[src/rtl/acorn_ctrl_pkg.sv]
// rtl/acorn_ctrl_pkg.sv - ACORN-128 phase codes, default step counts and per-phase ca/cb rule
package acorn_ctrl_pkg;

  localparam logic [2:0] PH_IDLE    = 3'd0;
  localparam logic [2:0] PH_INIT    = 3'd1;
  localparam logic [2:0] PH_AD      = 3'd2;
  localparam logic [2:0] PH_AD_PAD  = 3'd3;
  localparam logic [2:0] PH_MSG     = 3'd4;
  localparam logic [2:0] PH_MSG_PAD = 3'd5;
  localparam logic [2:0] PH_FINAL   = 3'd6;

  localparam int DEF_INIT_STEPS  = 1792;
  localparam int DEF_PAD_STEPS   = 256;
  localparam int DEF_FINAL_STEPS = 768;
  localparam int DEF_BLK_BITS    = 128;

  // Step counter covers the 1792-step init phase with one spare bit.
  localparam int STEP_W = 12;

  // Pad phases keep ca high only for their first 128 steps.
  localparam logic [STEP_W-1:0] PAD_CA_STEPS = 12'd128;

  function automatic logic [1:0] phase_ca_cb(input logic [2:0] phase,
                                             input logic [STEP_W-1:0] step_idx);
    logic early;
    early = (step_idx < PAD_CA_STEPS);
    case (phase)
      PH_INIT, PH_AD, PH_FINAL: phase_ca_cb = 2'b11;
      PH_AD_PAD:                phase_ca_cb = {early, 1'b1};
      PH_MSG:                   phase_ca_cb = 2'b10;
      PH_MSG_PAD:               phase_ca_cb = {early, 1'b0};
      default:                  phase_ca_cb = 2'b00;
    endcase
  endfunction

endpackage

[src/rtl/acorn_phase_counter.sv]
// rtl/acorn_phase_counter.sv - loadable cycle down-counter with last-cycle flag and UNROLL-scaled step index
module acorn_phase_counter
  import acorn_ctrl_pkg::*;
#(
  parameter int UNROLL = 1
) (
  input  logic              clk,
  input  logic              rst,
  input  logic              load,
  input  logic [STEP_W-1:0] load_cycles,
  input  logic              en,
  output logic              last,
  output logic [STEP_W-1:0] step_idx
);

  localparam logic [STEP_W-1:0] UNROLL_W = STEP_W'(UNROLL);
  localparam logic [STEP_W-1:0] ONE      = 12'd1;

  logic [STEP_W-1:0] rem_q;
  logic [STEP_W-1:0] idx_q;

  always_ff @(posedge clk or posedge rst) begin
    if (rst) begin
      rem_q <= '0;
      idx_q <= '0;
    end else if (load) begin
      rem_q <= load_cycles;
      idx_q <= '0;
    end else if (en && (rem_q != '0)) begin
      rem_q <= rem_q - ONE;
      idx_q <= idx_q + ONE;
    end
  end

  assign last     = (rem_q == ONE);
  assign step_idx = idx_q * UNROLL_W;

endmodule

[src/rtl/acorn_phase_ctrl.sv]
// rtl/acorn_phase_ctrl.sv - ACORN-128 phase sequencer: init, AD, pads, message, final with block handshake
module acorn_phase_ctrl
  import acorn_ctrl_pkg::*;
#(
  parameter int UNROLL      = 1,
  parameter int LEN_W       = 16,
  parameter int INIT_STEPS  = DEF_INIT_STEPS,
  parameter int PAD_STEPS   = DEF_PAD_STEPS,
  parameter int FINAL_STEPS = DEF_FINAL_STEPS,
  parameter int BLK_BITS    = DEF_BLK_BITS
) (
  input  logic             clk,
  input  logic             rst,
  input  logic             start_in,
  input  logic             abort_in,
  input  logic             mode_in,
  input  logic [LEN_W-1:0] ad_blocks_in,
  input  logic [LEN_W-1:0] msg_blocks_in,
  input  logic             blk_valid_in,
  output logic             blk_ready_out,
  output logic             step_en_out,
  output logic             ca_out,
  output logic             cb_out,
  output logic             pad_one_out,
  output logic             decrypt_out,
  output logic [2:0]       phase_out,
  output logic [11:0]      step_idx_out,
  output logic             busy_out,
  output logic             tag_valid_out
);

  localparam logic [STEP_W-1:0] INIT_CYC  = STEP_W'(INIT_STEPS / UNROLL);
  localparam logic [STEP_W-1:0] PAD_CYC   = STEP_W'(PAD_STEPS / UNROLL);
  localparam logic [STEP_W-1:0] FINAL_CYC = STEP_W'(FINAL_STEPS / UNROLL);
  localparam logic [STEP_W-1:0] BLK_CYC   = STEP_W'(BLK_BITS / UNROLL);
  localparam logic [LEN_W-1:0]  LEN_ONE   = LEN_W'(1);

  logic [2:0]        phase_q, phase_d;
  logic              mode_q, blk_busy_q, tag_q;
  logic [LEN_W-1:0]  ad_rem_q, msg_rem_q;
  logic              cnt_load, cnt_last;
  logic [STEP_W-1:0] cnt_val, step_idx;
  logic              in_blk, counted, step_en, blk_xfer, phase_end;
  logic [1:0]        ctrl_bits;

  assign in_blk    = (phase_q == PH_AD) || (phase_q == PH_MSG);
  assign counted   = (phase_q == PH_INIT) || (phase_q == PH_AD_PAD) ||
                     (phase_q == PH_MSG_PAD) || (phase_q == PH_FINAL);
  assign step_en   = counted || (in_blk && blk_busy_q);
  assign blk_xfer  = in_blk && !blk_busy_q && blk_valid_in;
  assign phase_end = step_en && cnt_last;

  // One shared counter, reloaded at every phase or block boundary.
  always_comb begin
    phase_d  = phase_q;
    cnt_load = 1'b0;
    cnt_val  = '0;
    if (abort_in) begin
      phase_d  = PH_IDLE;
      cnt_load = 1'b1;
    end else if (phase_q == PH_IDLE) begin
      if (start_in) begin
        phase_d  = PH_INIT;
        cnt_load = 1'b1;
        cnt_val  = INIT_CYC;
      end
    end else if (blk_xfer) begin
      cnt_load = 1'b1;
      cnt_val  = BLK_CYC;
    end else if (phase_end) begin
      cnt_load = 1'b1;
      case (phase_q)
        PH_INIT: begin
          phase_d = (ad_rem_q != '0) ? PH_AD : PH_AD_PAD;
          cnt_val = (ad_rem_q != '0) ? BLK_CYC : PAD_CYC;
        end
        PH_AD: begin
          phase_d = (ad_rem_q <= LEN_ONE) ? PH_AD_PAD : PH_AD;
          cnt_val = (ad_rem_q <= LEN_ONE) ? PAD_CYC : BLK_CYC;
        end
        PH_AD_PAD: begin
          phase_d = (msg_rem_q != '0) ? PH_MSG : PH_MSG_PAD;
          cnt_val = (msg_rem_q != '0) ? BLK_CYC : PAD_CYC;
        end
        PH_MSG: begin
          phase_d = (msg_rem_q <= LEN_ONE) ? PH_MSG_PAD : PH_MSG;
          cnt_val = (msg_rem_q <= LEN_ONE) ? PAD_CYC : BLK_CYC;
        end
        PH_MSG_PAD: begin
          phase_d = PH_FINAL;
          cnt_val = FINAL_CYC;
        end
        default: phase_d = PH_IDLE;
      endcase
    end
  end

  always_ff @(posedge clk or posedge rst) begin
    if (rst) begin
      phase_q    <= PH_IDLE;
      mode_q     <= 1'b0;
      blk_busy_q <= 1'b0;
      tag_q      <= 1'b0;
      ad_rem_q   <= '0;
      msg_rem_q  <= '0;
    end else begin
      phase_q <= phase_d;
      tag_q   <= !abort_in && phase_end && (phase_q == PH_FINAL);
      if (abort_in) begin
        mode_q     <= 1'b0;
        blk_busy_q <= 1'b0;
        ad_rem_q   <= '0;
        msg_rem_q  <= '0;
      end else begin
        if ((phase_q == PH_IDLE) && start_in) begin
          mode_q    <= mode_in;
          ad_rem_q  <= ad_blocks_in;
          msg_rem_q <= msg_blocks_in;
        end
        if (blk_xfer) begin
          blk_busy_q <= 1'b1;
        end else if (phase_end && in_blk) begin
          blk_busy_q <= 1'b0;
          if ((phase_q == PH_AD) && (ad_rem_q != '0)) ad_rem_q <= ad_rem_q - LEN_ONE;
          if ((phase_q == PH_MSG) && (msg_rem_q != '0)) msg_rem_q <= msg_rem_q - LEN_ONE;
        end
      end
    end
  end

  acorn_phase_counter #(.UNROLL(UNROLL)) u_counter (
    .clk         (clk),
    .rst         (rst),
    .load        (cnt_load),
    .load_cycles (cnt_val),
    .en          (step_en),
    .last        (cnt_last),
    .step_idx    (step_idx)
  );

  assign ctrl_bits     = phase_ca_cb(phase_q, step_idx);
  assign blk_ready_out = in_blk && !blk_busy_q;
  assign step_en_out   = step_en;
  assign ca_out        = step_en && ctrl_bits[1];
  assign cb_out        = step_en && ctrl_bits[0];
  assign pad_one_out   = ((phase_q == PH_AD_PAD) || (phase_q == PH_MSG_PAD)) && (step_idx == '0);
  assign decrypt_out   = mode_q;
  assign phase_out     = phase_q;
  assign step_idx_out  = step_idx;
  assign busy_out      = (phase_q != PH_IDLE);
  assign tag_valid_out = tag_q;

endmodule

[config.mk]
export PLATFORM = sky130hd
export DESIGN_NAME = acorn_phase_ctrl
export DESIGN_NICKNAME = d
export VERILOG_FILES = /design/src/rtl/acorn_ctrl_pkg.sv /design/src/rtl/acorn_phase_counter.sv /design/src/rtl/acorn_phase_ctrl.sv
export SDC_FILE = /design/constraint.sdc
export NUM_CORES = 1
export LEC_CHECK = 0
export CORE_MARGIN = 3
export CORE_UTILIZATION = 50
export DETAILED_ROUTE_END_ITERATION = 16
export PLACE_DENSITY = 0.74
export SKIP_LAST_GASP = 1
export SYNTH_ARGS = -nofsm -noshare
export SYNTH_HDL_FRONTEND = slang
export SYNTH_HIERARCHICAL = 1
export SYNTH_SLANG_ARGS = --single-unit
[constraint.sdc]
create_clock -name clk -period 2.9 [get_ports clk]
set_input_delay 0.29 -clock clk [delete_from_list [all_inputs] [get_ports clk]]
set_output_delay 0.29 -clock clk [all_outputs]
set_load 0.03 [all_outputs]
# Yosys cells after proc, flatten, opt, wreduce, memory -nomap -nowiden

Index checks and enable logic that the tools add are counted.

Word-level logic and storage cells: 103
Bits of input ports: 38
Output and inout bits: 23
Flip-flop bits (word level): 62

Mux-type cells: 45
Add/subtract/negate cells: 4
Equal/unequal tests: 9
$lt $le $gt $ge: 3
Reduce and logical (&&, ||, !) cells: 34

Operator list:

| cell                  | number |
|---|---|
| $mux 16               | 10 |
| $mux 12               | 6 |
| $pmux 10 s5           | 1 |
| $mux 9                | 4 |
| $le 16x1->1 const B   | 2 |
| $reduce_bool 16->1    | 2 |
| $sub 16x1->16 const B | 2 |
| $mux 10               | 2 |
| $mux 3                | 5 |
| $pmux 3 s5            | 1 |
| $logic_and 1x1->1     | 14 |
| $mux 1                | 14 |
| $add 12x1->12 const B | 1 |
| $eq 12x1->1 const B   | 1 |
| $logic_not 12->1      | 1 |
| $lt 12x8->1 const B   | 1 |
| $reduce_bool 12->1    | 1 |
| $sub 12x1->12 const B | 1 |
| $mux 11               | 1 |
| $eq 3x3->1 const B    | 3 |
| $reduce_bool 3->1     | 3 |
| $pmux 2 s4            | 1 |
| $eq 3x2->1 const B    | 2 |
| $logic_or 1x1->1      | 6 |
| 8 further kinds       | 10 |

# Longest topological paths before layout

Gate-level depths: netlist of the first run.

Depth in word-level cells: 11
Mapped depth: 10
Gate-level depth less buffers: 9

# Modules after synthesis

The synthesis of the first run kept the hierarchy.

Modules (own cells, without submodules):

| module              | seq. area each (µm²) | area an instance (µm²) | times used | cells each |
|---|---|---|---|---|
| acorn_phase_ctrl    | 950.9                | 2710.1                 | 1          | 336 |
| acorn_phase_counter | 600.6                | 1453.9                 | 1          | 167 |

# Least setup slack after synthesis of the first run

No wires, ideal clock.

Path type: reg2reg
From: register phase_q[2], in the netlist phase_out[2]
To: register u_counter.idx_q[0]
Required time: 2.768 ns
Arrival time: 2.737 ns
Path buffers: 3
Slack: 0.031 ns
Setup time: 0.132 ns
Period minus slack after synthesis: 2.869 ns
Stages on the path, launching flop included: 9
Cells stage by stage: dfrtp_1 > buf_1 > xnor2_1 > nor3_1 > nand2_1 > nand3_1 > clkbuf_1 > clkbuf_1 > nor2_1

Elaborated cells on any way between the ends: 23
Classes of those cells: eq/ne: 6; mux: 5; reduce/logical: 12

RTL lines:

| what                                                | line                      | RTL |
|---|---|---|
| start, declared                                     | acorn_phase_ctrl.sv:38    | `logic [2:0] phase_q, phase_d;` |
| start signal, assigned                              | acorn_phase_ctrl.sv:107   | `phase_q <= phase_d;` |
| $eq 3x2->1 / $eq 3x3->1 (equally long branches)     | acorn_phase_ctrl.sv:46    | `assign in_blk = (phase_q == PH_AD) \|\| (phase_q == PH_MSG);` |
| $logic_or 1x1->1 (*)                                | acorn_phase_ctrl.sv:46    |  |
| $logic_and 1x1->1 (*)                               | --                        |  |
| via blk_ready_out                                   | acorn_phase_ctrl.sv:20    | `output logic blk_ready_out,` |
| $logic_and 1x1->1 (*)                               | acorn_phase_ctrl.sv:50    | `assign blk_xfer = in_blk && !blk_busy_q && blk_valid_in;` |
| $mux 1 (*)                                          | acorn_phase_ctrl.sv:67    | `end else if (blk_xfer) begin` |
| $mux 1 (*)                                          | acorn_phase_ctrl.sv:61    | `end else if (phase_q == PH_IDLE) begin` |
| $mux 1 (*)                                          | acorn_phase_ctrl.sv:58    | `if (abort_in) begin` |
| via cnt_load                                        | acorn_phase_ctrl.sv:41    | `logic cnt_load, cnt_last;` |
| $mux 12 / $reduce_bool 2->1 (equally long branches) | --                        |  |
| end signal, assigned                                | acorn_phase_counter.sv:31 | `idx_q <= idx_q + ONE;` |
| end, declared                                       | acorn_phase_counter.sv:20 | `logic [STEP_W-1:0] idx_q;` |

Mark *: on every way through the listed nets, which the timed path passes. The rest lies on a longest branch.
A chain may end at the register's enable or synchronous reset.

# Worst setup path after layout of the first run

From: register u_counter.rem_q[2]
To: register ad_rem_q[6]

Cells in the longest elaborated chain, start to end: 6

Ends and longest elaborated chain:

| what                   | line                      | RTL |
|---|---|---|
| start, declared        | acorn_phase_counter.sv:19 | `logic [STEP_W-1:0] rem_q;` |
| start signal, assigned | acorn_phase_counter.sv:27 | `rem_q <= load_cycles;` |
| start signal, assigned | acorn_phase_counter.sv:30 | `rem_q <= rem_q - ONE;` |
| $eq 12x1->1            | acorn_phase_counter.sv:35 | `assign last = (rem_q == ONE);` |
| via cnt_last           | acorn_phase_ctrl.sv:41    |  |
| $logic_and 1x1->1      | acorn_phase_ctrl.sv:51    | `assign phase_end = step_en && cnt_last;` |
| $logic_and 1x1->1      | acorn_phase_ctrl.sv:122   | `end else if (phase_end && in_blk) begin` |
| $mux 16                | acorn_phase_ctrl.sv:122   |  |
| $mux 16                | acorn_phase_ctrl.sv:120   | `if (blk_xfer) begin` |
| $mux 16                | acorn_phase_ctrl.sv:109   | `if (abort_in) begin` |
| end signal, assigned   | acorn_phase_ctrl.sv:117   | `ad_rem_q <= ad_blocks_in;` |
| end signal, assigned   | acorn_phase_ctrl.sv:124   | `if ((phase_q == PH_AD) && (ad_rem_q != '0)) ad_rem_q <= ad_rem_q - LEN_ONE;` |
| end, declared          | acorn_phase_ctrl.sv:40    | `logic [LEN_W-1:0] ad_rem_q, msg_rem_q;` |

The timed path passes the listed nets, and every way through them passes these cells.

==> summary.txt, run 1 <==
STA
  • Final worst-path setup slack: between 80 and 90 ps
  • Worst slew margin: 0.353
  • Clock skew: 11.8 ps
  • Period minus WS final: 2820 ps
  • Final period util: 0.971
  • Hold Slack: 402 ps
  • Slew @ Worst Pin: 969 ps
  • RSZ-0062 raised after global routing: true
  • Slew Viols, Final: 0
  • Fin. Hold Viols: 0
  • Max Freq: 0.355 GHz
  • Final Setup Violations: 0

Pwr
  • Switching part of the total: 0.288
  • Combinational share of power: 0.202
  • Sequential share of power: 0.406
  • VDD IR max: around 0.28 mV
  • Cell Pwr Density: around 460 nW/um2
  • Internal Power: approximately 1.7 mW
  • P_leak: 2.06 nW
  • Psw: 0.690 mW
  • Clock network power share: 0.393

Clock tree
  • Clock root cell: clkbuf_8
  • CTS tree: built
  • Clock-pin transition on the worst setup and hold timing paths: around 70 ps
  • H-tree depth: 3
  • Post-cts gate resize count: 0
  • Clock buffer depth: 2
  • Clock Sink Count: 62
  • CTS buffer count: 9
  • Hold buffers post-CTS: 0
  • Worst-Skew Late Latency: 340 ps
  • Post-CTS Setup Bufs: 0

Drt
  • Drt pass-1 iters: 5
  • DR vias/cell: between 6 and 7
  • Routed len/inst: 16.0 um
  • ANT nets after route: 0
  • Routed WL: around 11000 um
  • DR iter-0 viols: about 200
  • Vias: 4156
  • DRC: 0

Worst setup path
  • Critical Path Max Stage Delay: 500 ps
  • CP max FO: 9
  • FF-to-FF Start: u_counter/rem_q[2]
  • Crit-path cells: nor4_4 -> nand2_1 -> nor4b_1 -> buf_4 -> nand3b_1 -> nor3_4 -> nand2_1 -> or4_1 -> a31oi_1
  • Worst R2R End: ad_rem_q[6]
  • Flop2flop setup slack: approximately 84 ps
  • Crit-path most repeated cell: nand2_1
  • CP Capture Type: register
  • Crit start category: register
  • Critical Path Slowest Stage Cell: or4_1
  • Reg2Reg Depth: 9
  • Crit path launch: u_counter/rem_q[2]
  • WS Path Type: reg -> reg
  • Critical path required time: roughly 3200 ps
  • Crit path arrival time: ~3100 ps
  • CP Capture Point: ad_rem_q[6]

Placement
  • DPL Wire Length: between 7000 and 8000 um
  • Pre-CTS setup slack: just under 70 ps
  • Routability congestion estimate from global placement: 0.875
  • Port bufs: 60

Yosys
  • Yosys top cell by area: dfrtp_1
  • Main synth FF type: dfrtp_1
  • Top cells by area, synth: dfrtp_1, nand2_1, a21oi_1, ha_1, nor2_1
  • Asr flop ratio synth: 1.00
  • Gate Count Post-Synth: 503
  • Sequential area share after synthesis: 0.373
  • Total number of yosys warnings: 6
  • Yosys reg bits: 62
  • Proportion of netlist area held by the largest area contributor: 0.373
  • Post-synth top cells: dfrtp_1, nand2_1, nor2_1
  • Synthesized area per cell: 8.28 um2
  • Most numerous cell in the Yosys netlist: dfrtp_1
  • Yosys cell types: 62
  • Mapped cell area: 4160 um2
  • Number of synthesized flops with an enable pin: 0

Layout
  • Ant. Diodes: 0
  • Syn-to-layout area delta: 25.0%
  • Share of cells above drive strength 1: 0.101
  • Nets: 620
  • Fillers: around 660

Job
  • Total of max-cap violations: 0

Floorplan
  • # rows: 32
  • # IOs: 61
  • Starting Density: 0.528
  • Vert. Die Dim: about 100 um
  • Chip Width: 97.3 um
  • Core Area: 7890 um2
  • DIE AREA: 9460 um2

Global routing
  • GR Util All Layers: 0.228
  • Initial antenna violation count: 0
  • Vias in the first global route: between 3000 and 4000
  • First-pass GRT wire length: 18100 um
  • Pin count of the biggest net entering global routing: between 40 and 50
  • GRT overflow: 0

Status
  • Outcome: completed

Hold path
  • Hold crit path type: in -> async
-- final cells by class --
cell class | instances | area, um2 | share of cell area
sequential | 62 | 1550 | 0.298
clock inverter | 4 | 95.1 | 0.0183
tap | 102 | 128 | 0.0245
clock buffer | 11 | 141 | 0.0272
timing repair buffer | 79 | 743 | 0.143
inverter | 24 | 90.1 | 0.0173
multi-input combinational | 395 | 2450 | 0.472
-- power groups by stage --
stage          clock network, mW  registers, mW  logic, mW
2_1_floorplan                  0          0.976      0.315
3_3_place_gp                   0          0.982      0.468
3_5_place_dp                   0          0.984      0.478
4_1_cts                    0.950          0.968      0.481
5_1_grt                    0.995          0.981      0.537
6_report                   0.941          0.973      0.484
-- layer usage --
layer	vias up	global-route usage	share of wire
met1	1983	0.311	0.47
met2	135	0.367	0.47
met5	-	0	0
met3	9	0.0481	0.051
met4	0	0.0682	0.0076
li1	2029	-	-
-- cells by family (layout without fill, tap and decap cells) --
logic type	Yosys count	after routing	synth area share
and+or+nand+nor	232	232	0.304
AOI/OAI and AO/OA	134	134	0.218
DFF	62	62	0.373
buffers and inverters	53	118	0.0493
adders and majority gates	12	12	0.0355
xor gates and xnor gates	7	7	0.0147
muxes	2	2	0.00511
other	1	8	0.000901
-- stage by stage --
stage / utilization / setup TNS, ps / instance area, um2 / instances / power (mW)
3_5_place_dp: 0.628 / 0 / 4950 / 662 / 1.46
4_1_cts: 0.658 / 0 / 5190 / 677 / 2.40
5_1_grt: 0.660 / -131 / 5200 / 677 / 2.51
2_1_floorplan: - / 0 / 4190 / 510 / 1.29
3_3_place_gp: 0.628 / 0 / 4950 / 662 / 1.45
6_report: 0.660 / 0 / 5200 / 677 / 2.40
-- critical path: cells and delay by family (launching register included) --
| family | cells | cell delay (ps) |
|---|---|---|
| AOI/OAI and AO/OA | 1 | 170 |
| DFF | 1 | 410 |
| buffers and inverters | 1 | 220 |
| and+or+nand+nor | 7 | 1930 |
-- worst min path at each step --
| stage | slack, ps | from | to | cells past startpoint |
|---|---|---|---|---|
| floorplan | 300 | rst | u_counter/idx_q[0] | 1 |
| global placement | 510 | decrypt_out | decrypt_out | 2 |
| detailed placement | 510 | decrypt_out | decrypt_out | 2 |
| CTS | 420 | rst | ad_rem_q[8] | 3 |
| global route | 460 | rst | ad_rem_q[8] | 3 |
| finish | 400 | rst | ad_rem_q[8] | 3 |
-- cell usage in the layout, fill, tap and decap left out, types with 4 or more instances in the layout --
cell type / Yosys / layout
dfrtp_1: 62 / 61
clkdlybuf4s50_1: 0 / 60
o311ai_0: 12 / 12
o31ai_1: 7 / 7
nor2_1: 36 / 36
xnor2_1: 4 / 4
a21oi_1: 33 / 33
a211oi_1: 5 / 5
clkbuf_8: 0 / 10
nor3_1: 17 / 16
o21ai_0: 18 / 18
nor4_1: 11 / 11
or4_1: 13 / 13
or2_2: 7 / 7
o211ai_1: 10 / 10
nand2_1: 56 / 56
inv_1: 24 / 23
a31oi_1: 18 / 18
a311oi_1: 4 / 4
or3_1: 14 / 14
and3_1: 5 / 5
buf_4: 0 / 19
nand3_1: 23 / 23
nand4_1: 17 / 17
a22oi_1: 5 / 5
conb_1: 1 / 8
ha_1: 11 / 11
-- state kept, by name, indices dropped and copies added, names as in the netlist --
name,cells
u_counter/rem_q,12
u_counter/idx_q,12
decrypt_out,1
msg_rem_q,16
blk_busy_q,1
phase_out,3
tag_valid_out,1
ad_rem_q,16
Note: power is estimated with default switching activity, not from simulation.
==> run 2: changes to the inputs <==
--- a/config.mk
+++ b/config.mk
@@ -5,10 +5,12 @@
 export SDC_FILE = /design/constraint.sdc
 export NUM_CORES = 1
 export LEC_CHECK = 0
+export CELL_PAD_IN_SITES_DETAIL_PLACEMENT = 1
+export CELL_PAD_IN_SITES_GLOBAL_PLACEMENT = 2
 export CORE_MARGIN = 3
-export CORE_UTILIZATION = 50
+export CORE_UTILIZATION = 30
 export DETAILED_ROUTE_END_ITERATION = 16
-export PLACE_DENSITY = 0.74
+export PLACE_DENSITY_LB_ADDON = 0.1
 export SKIP_LAST_GASP = 1
 export SYNTH_ARGS = -nofsm -noshare
 export SYNTH_HDL_FRONTEND = slang
==> summary.txt, run 2 (synthesis results as in run 1) <==
STA
  • Fin. Hold Viols: 0 (unchanged)
  • Clock skew: 4.64 ps (-7.17 ps)
  • Slew @ Worst Pin: 831 ps (-138 ps)
  • Worst slew margin: 0.446 (+0.0927)
  • Final Setup Violations: 0 (unchanged)
  • Slew Viols, Final: 0 (unchanged)
  • Final period util: 0.939 (-0.0317)
  • Period minus WS final: 2720 ps (-92.0 ps)
  • Setup TNS: 0 ps (unchanged)
  • Max Freq: 0.367 GHz (+3.4%)
  • RSZ-0062 raised after global routing: true

Layout
  • Nets: 629 (+1.5%)
  • Most frequent cells in the layout: dfrtp_1, clkdlybuf4s50_1, nand2_1
  • Final cell count without fillers: 759 (+12%)
  • Share of cells above drive strength 1: 0.113 (+0.0123)
  • Biggest regs: ad_rem_q (16), msg_rem_q (16)
  • Commonest non-fill, non-tap cell in the layout: dfrtp_1
  • Ant. Diodes: 0 (unchanged)
  • Reg area: 1550 um2 (about the same)
  • Area of the multi-input gates: 2450 um2 (unchanged)
  • Final Cell Area: 5420 um2 (+4.2%)
  • Util after Layout: 0.405 (-0.255)
  • Syn-to-layout area delta: 30.2%
  • Fillers: 1627 (+150%)

Worst setup path
  • Crit path arrival time: 2970 ps (-110 ps)
  • Critical Path Max Stage Delay: 490 ps (about the same)
  • WS Path Type: reg -> reg
  • Family with the most delay on the worst path: simple AND/OR/NAND/NOR gates
  • CP Capture Type: register
  • Crit start category: register
  • WP buf/inv: 1 (unchanged)
  • Critical path required time: 3150 ps (about the same)
  • Critical Path Slowest Stage Cell: or4_1
  • Crit-path cells: nor4_4 -> nand2_1 -> nor4b_2 -> buf_4 -> nand3b_1 -> nor3_2 -> nand2_1 -> or4_1 -> a31oi_1
  • Reg2Reg Depth: 9 (unchanged)
  • CP max FO: 6 (-3)
  • Worst path depth: 9 (unchanged)
  • Crit-path most repeated cell: nand2_1

Placement
  • Post-Place Cells: 744 (+12%)
  • Port bufs: 60 (unchanged)
  • Routability congestion estimate from global placement: 0.809 (-7.5%)
  • DPL Wire Length: 9740 um (+31%)
  • Placed Instance Area: 5100 um2 (+3.1%)

Floorplan
  • # IOs: 61 (unchanged)
  • Core Area: 13400 um2 (+70%)
  • # rows: 42 (+31%)
  • Chip Width: 124 um (+27%)
  • Starting Density: 0.311 (-0.217)
  • Vert. Die Dim: 124 um (+27%)
  • DIE AREA: 15300 um2 (+62%)

Clock tree
  • Clock Sink Count: 62 (unchanged)
  • Hold buffers post-CTS: 0 (unchanged)
  • H-tree depth: 3 (unchanged)
  • Worst-Skew Late Latency: 330 ps (about the same)
  • Clock root cell: clkbuf_16
  • Clock-pin transition on the worst setup and hold timing paths: 60 ps (about the same)
  • CTS buffer count: 9 (unchanged)
  • CTS tree: built
  • Clock buffer depth: 2 (unchanged)

Drt
  • DR iter-0 viols: 297 (+47%)
  • Drt pass-1 iters: 4 (-1)
  • DR vias/cell: 5.56 (-9.5%)
  • Routed len/inst: 18.1 um (+13%)
  • ANT nets after route: 0 (unchanged)
  • DRC: 0 (unchanged)
  • Routed WL: 13700 um (+26%)
  • Vias: 4219 (+1.5%)

Global routing
  • GRT overflow: 0 (unchanged)
  • Vias in the first global route: 4329 (+10%)
  • GR Util All Layers: 0.187 (-0.0409)
  • Pin count of the biggest net entering global routing: 41 (unchanged)
  • First-pass GRT wire length: 22600 um (+25%)
  • Initial antenna violation count: 0 (unchanged)

Pwr
  • Cell Pwr Density: 472 nW/um2 (+2.3%)
  • P_leak: 2.14 nW (+4.2%)
  • VDD IR max: 0.290 mV (+3.8%)
  • Tot Pwr: 2.56 mW (+6.6%)

Job
  • Total of max-cap violations: 0 (unchanged)

Hold path
  • Hold crit path type: in -> async

Status
  • Outcome: completed
-- run 2: cell types whose count changed in the layout (fill, tap and decap cells not counted), moves of 3 or more --
cell       change
buf_4          +9
clkbuf_16      +9
clkbuf_8       -5
bufinv_16      -3
-- run 2: what timing repair did --
item,in CTS,in global routing
setup endpoints to repair,1,10
endpoints found under the hold margin,0,0
pin swaps,0,1
resized for setup,1,3
buffers inserted,0,1
-- run 2: area by class of cell --
type                    instances  area share
multi-input cells             395       0.452
clock buffers                  14      0.0542
inverters                      24      0.0166
well taps                     176      0.0406
repair buffers                 88       0.150
flip-flops and latches         62       0.286
-- run 2: worst reg2reg max path: stages (launching register included) --
cell and delay (ps):
dfrtp_1 410, nor4_4 340, nand2_1 130, nor4b_2 300
buf_4 180, nand3b_1 130, nor3_2 260, nand2_1 200
or4_1 490, a31oi_1 190
-- run 2: metrics by stage --
stage	hold WS (ps)	setup WS, ps
3_5_place_dp	522	4.63
5_1_grt	394	-47.7
2_1_floorplan	305	31.0
4_1_cts	358	80.2
3_3_place_gp	512	99.1
6_report	348	176
-- run 2: layer usage --
layer  up-vias  wire [um]  track usage
met4         0        184       0.0595
met3        13        527       0.0309
li1       2054          -            -
met1      2087       6790        0.264
met5         -          0            0
met2        65       6210        0.292
-- run 2: path summary, 6_finish.rpt --
kind | startpoint | to | slack, ps
max in group asynchronous | rst | ad_rem_q[4] | 2070
min in group clk | mode_in | decrypt_out | 510
hold / removal | rst | u_counter/rem_q[7] | 350
hold reg to reg | decrypt_out | decrypt_out | 530
setup / recovery | u_counter/rem_q[2] | ad_rem_q[6] | 180
setup reg to reg | u_counter/rem_q[2] | ad_rem_q[6] | 180
-- run 2: where the power goes --
group	switching, mW	total (mW)	internal (mW)
sequential	0.0625	0.976	0.914
clock	0.390	1.08	0.686
combinational	0.297	0.505	0.208
==> run 3: changes to the inputs <==
--- a/config.mk
+++ b/config.mk
@@ -9,8 +9,10 @@
 export CELL_PAD_IN_SITES_GLOBAL_PLACEMENT = 2
 export CORE_MARGIN = 3
 export CORE_UTILIZATION = 30
+export CTS_CLUSTER_SIZE = 14
 export DETAILED_ROUTE_END_ITERATION = 16
 export PLACE_DENSITY_LB_ADDON = 0.1
+export SETUP_SLACK_MARGIN = 0.5
 export SKIP_LAST_GASP = 1
 export SYNTH_ARGS = -nofsm -noshare
 export SYNTH_HDL_FRONTEND = slang
==> summary.txt, run 3 (synthesis results as in run 1) <==
Global routing
  • GRT overflow: 0 (unchanged)
  • GR Util All Layers: 0.197 (+0.0101)
  • Initial antenna violation count: 0 (unchanged)
  • Pin count of the biggest net entering global routing: 41 (unchanged)
  • Vias in the first global route: 4520 (+4.4%)
  • First-pass GRT wire length: 23600 um (+4.1%)

Worst setup path
  • Critical path required time: 3160 ps (about the same)
  • CP Capture Type: register
  • WS Path Type: reg -> reg
  • Crit path arrival time: 2760 ps (-210 ps)
  • Crit start category: register
  • CP max FO: 6 (unchanged)
  • Flop2flop setup slack: 400 ps (+230 ps)

Clock tree
  • Clock buffer depth: 2 (unchanged)
  • Clock root cell: clkbuf_16
  • Worst-Skew Late Latency: 340 ps (about the same)
  • Clock Sink Count: 62 (unchanged)
  • CTS buffer count: 9 (unchanged)
  • H-tree depth: 3 (unchanged)
  • Clock-pin transition on the worst setup and hold timing paths: 60 ps (about the same)
  • Hold buffers post-CTS: 0 (unchanged)
  • CTS tree: built

STA
  • Slew Viols, Final: 0 (unchanged)
  • RSZ-0062 raised after global routing: true
  • Max Freq: 0.400 GHz (+9.0%)
  • Final Setup Violations: 0 (unchanged)
  • Slew @ Worst Pin: 619 ps (-212 ps)
  • Fin. Hold Viols: 0 (unchanged)
  • Final period util: 0.861 (-0.0778)
  • Setup TNS: 0 ps (unchanged)
  • Period minus WS final: 2500 ps (-226 ps)
  • Worst slew margin: 0.583 (+0.137)
  • Clock skew: 8.68 ps (+4.04 ps)

Placement
  • DPL Wire Length: 9720 um (-0.17%)
  • Port bufs: 60 (unchanged)
  • Routability congestion estimate from global placement: 0.844 (+4.2%)

Floorplan
  • # rows: 42 (unchanged)
  • Starting Density: 0.311 (unchanged)
  • DIE AREA: 15300 um2 (unchanged)
  • # IOs: 61 (unchanged)
  • Core Area: 13400 um2 (unchanged)
  • Chip Width: 124 um (unchanged)
  • Vert. Die Dim: 124 um (unchanged)

Layout
  • Ant. Diodes: 0 (unchanged)
  • Syn-to-layout area delta: 37.6%
  • Most frequent cells in the layout: dfrtp_1, clkdlybuf4s50_1, nand2_1
  • Biggest regs: ad_rem_q (16), msg_rem_q (16)
  • Fillers: 1588 (-2.4%)
  • Share of cells above drive strength 1: 0.192 (+0.0785)
  • Nets: 644 (+2.4%)
  • Commonest non-fill, non-tap cell in the layout: dfrtp_1

Pwr
  • P_leak: 2.27 nW (+6.1%)
  • VDD IR max: 0.277 mV (-4.6%)
  • Tot Pwr: 2.58 mW (+0.79%)
  • Cell Pwr Density: 450 nW/um2 (-4.6%)

Drt
  • DRC: 0 (unchanged)
  • Routed len/inst: 18.3 um (+1.6%)
  • DR vias/cell: 5.61 (+0.85%)
  • Vias: 4350 (+3.1%)
  • DR iter-0 viols: 192 (-35%)
  • Drt pass-1 iters: 5 (+1)
  • ANT nets after route: 0 (unchanged)
  • Routed WL: 14200 um (+3.8%)

Hold path
  • Hold crit path type: in -> async

Status
  • Outcome: completed

Job
  • Total of max-cap violations: 0 (unchanged)
## run 3: cell count changes in the layout (fill, tap and decap cells not counted), sizes merged
cell,previous run,this run
buf,28,45
clkdlybuf4s50,59,55
clkbuf,14,16
dlygate4sd2,0,1
dlymetal6s2s,1,2
## run 3: routing by layer
metal | track usage | vias up | share of wire
li1 | - | 2092 | -
met1 | 0.269 | 2178 | 0.49
met2 | 0.313 | 66 | 0.46
met3 | 0.0513 | 14 | 0.032
met4 | 0.0478 | 0 | 0.013
met5 | 0 | - | 0
## run 3: path summary, 6_finish.rpt
check | to | cells past startpoint | start
hold / removal | u_counter/rem_q[11] | 3 | rst
setup / recovery | ad_rem_q[6] | 7 | u_counter/rem_q[8]
max in group asynchronous | phase_out[0] | 3 | rst
min in group clk | decrypt_out | 3 | mode_in
hold reg to reg | decrypt_out | 2 | decrypt_out
setup reg to reg | ad_rem_q[6] | 7 | u_counter/rem_q[8]
## run 3: through the flow
step | instances | worst slack, ps | area (um2) | hold WS [ps] | util
2_1_floorplan | 510 | 450 | 4230 | 305 | -
3_3_place_gp | 742 | 239 | 5120 | 514 | 0.382
3_5_place_dp | 742 | 148 | 5120 | 522 | 0.382
4_1_cts | 771 | 403 | 5630 | 347 | 0.420
5_1_grt | 776 | 246 | 5730 | 393 | 0.428
6_report | 776 | 402 | 5730 | 337 | 0.428
## run 3: area by class of cell
type	count	area (um2)	share of cell area
clock buffer	16	282	0.0491
inverter	24	92.6	0.0162
multi-input combinational	395	2650	0.462
sequential	62	1560	0.272
tap	176	220	0.0384
timing repair buffer	103	932	0.163
## run 3: power by group
part / switching (mW) / internal (mW) / leakage [nW]
registers: 0.0686 / 0.915 / 0.823
logic: 0.318 / 0.228 / 1.31
clock network: 0.398 / 0.650 / 0.137
## run 3: timing repair
item	4_1_cts	5_1_grt
pin swaps	17	13
endpoints found under the setup margin	48	45
resized for setup	41	23
buffers inserted	13	5
## run 3: worst max-delay path, cell delays in order, from the launching register on
cell and delay (ps):
dfrtp_2 430, or3_4 420, nor4b_4 310, nand3b_1 200, nor3_4 300, nand2_2 140
or4_1 480, a31oi_1 130
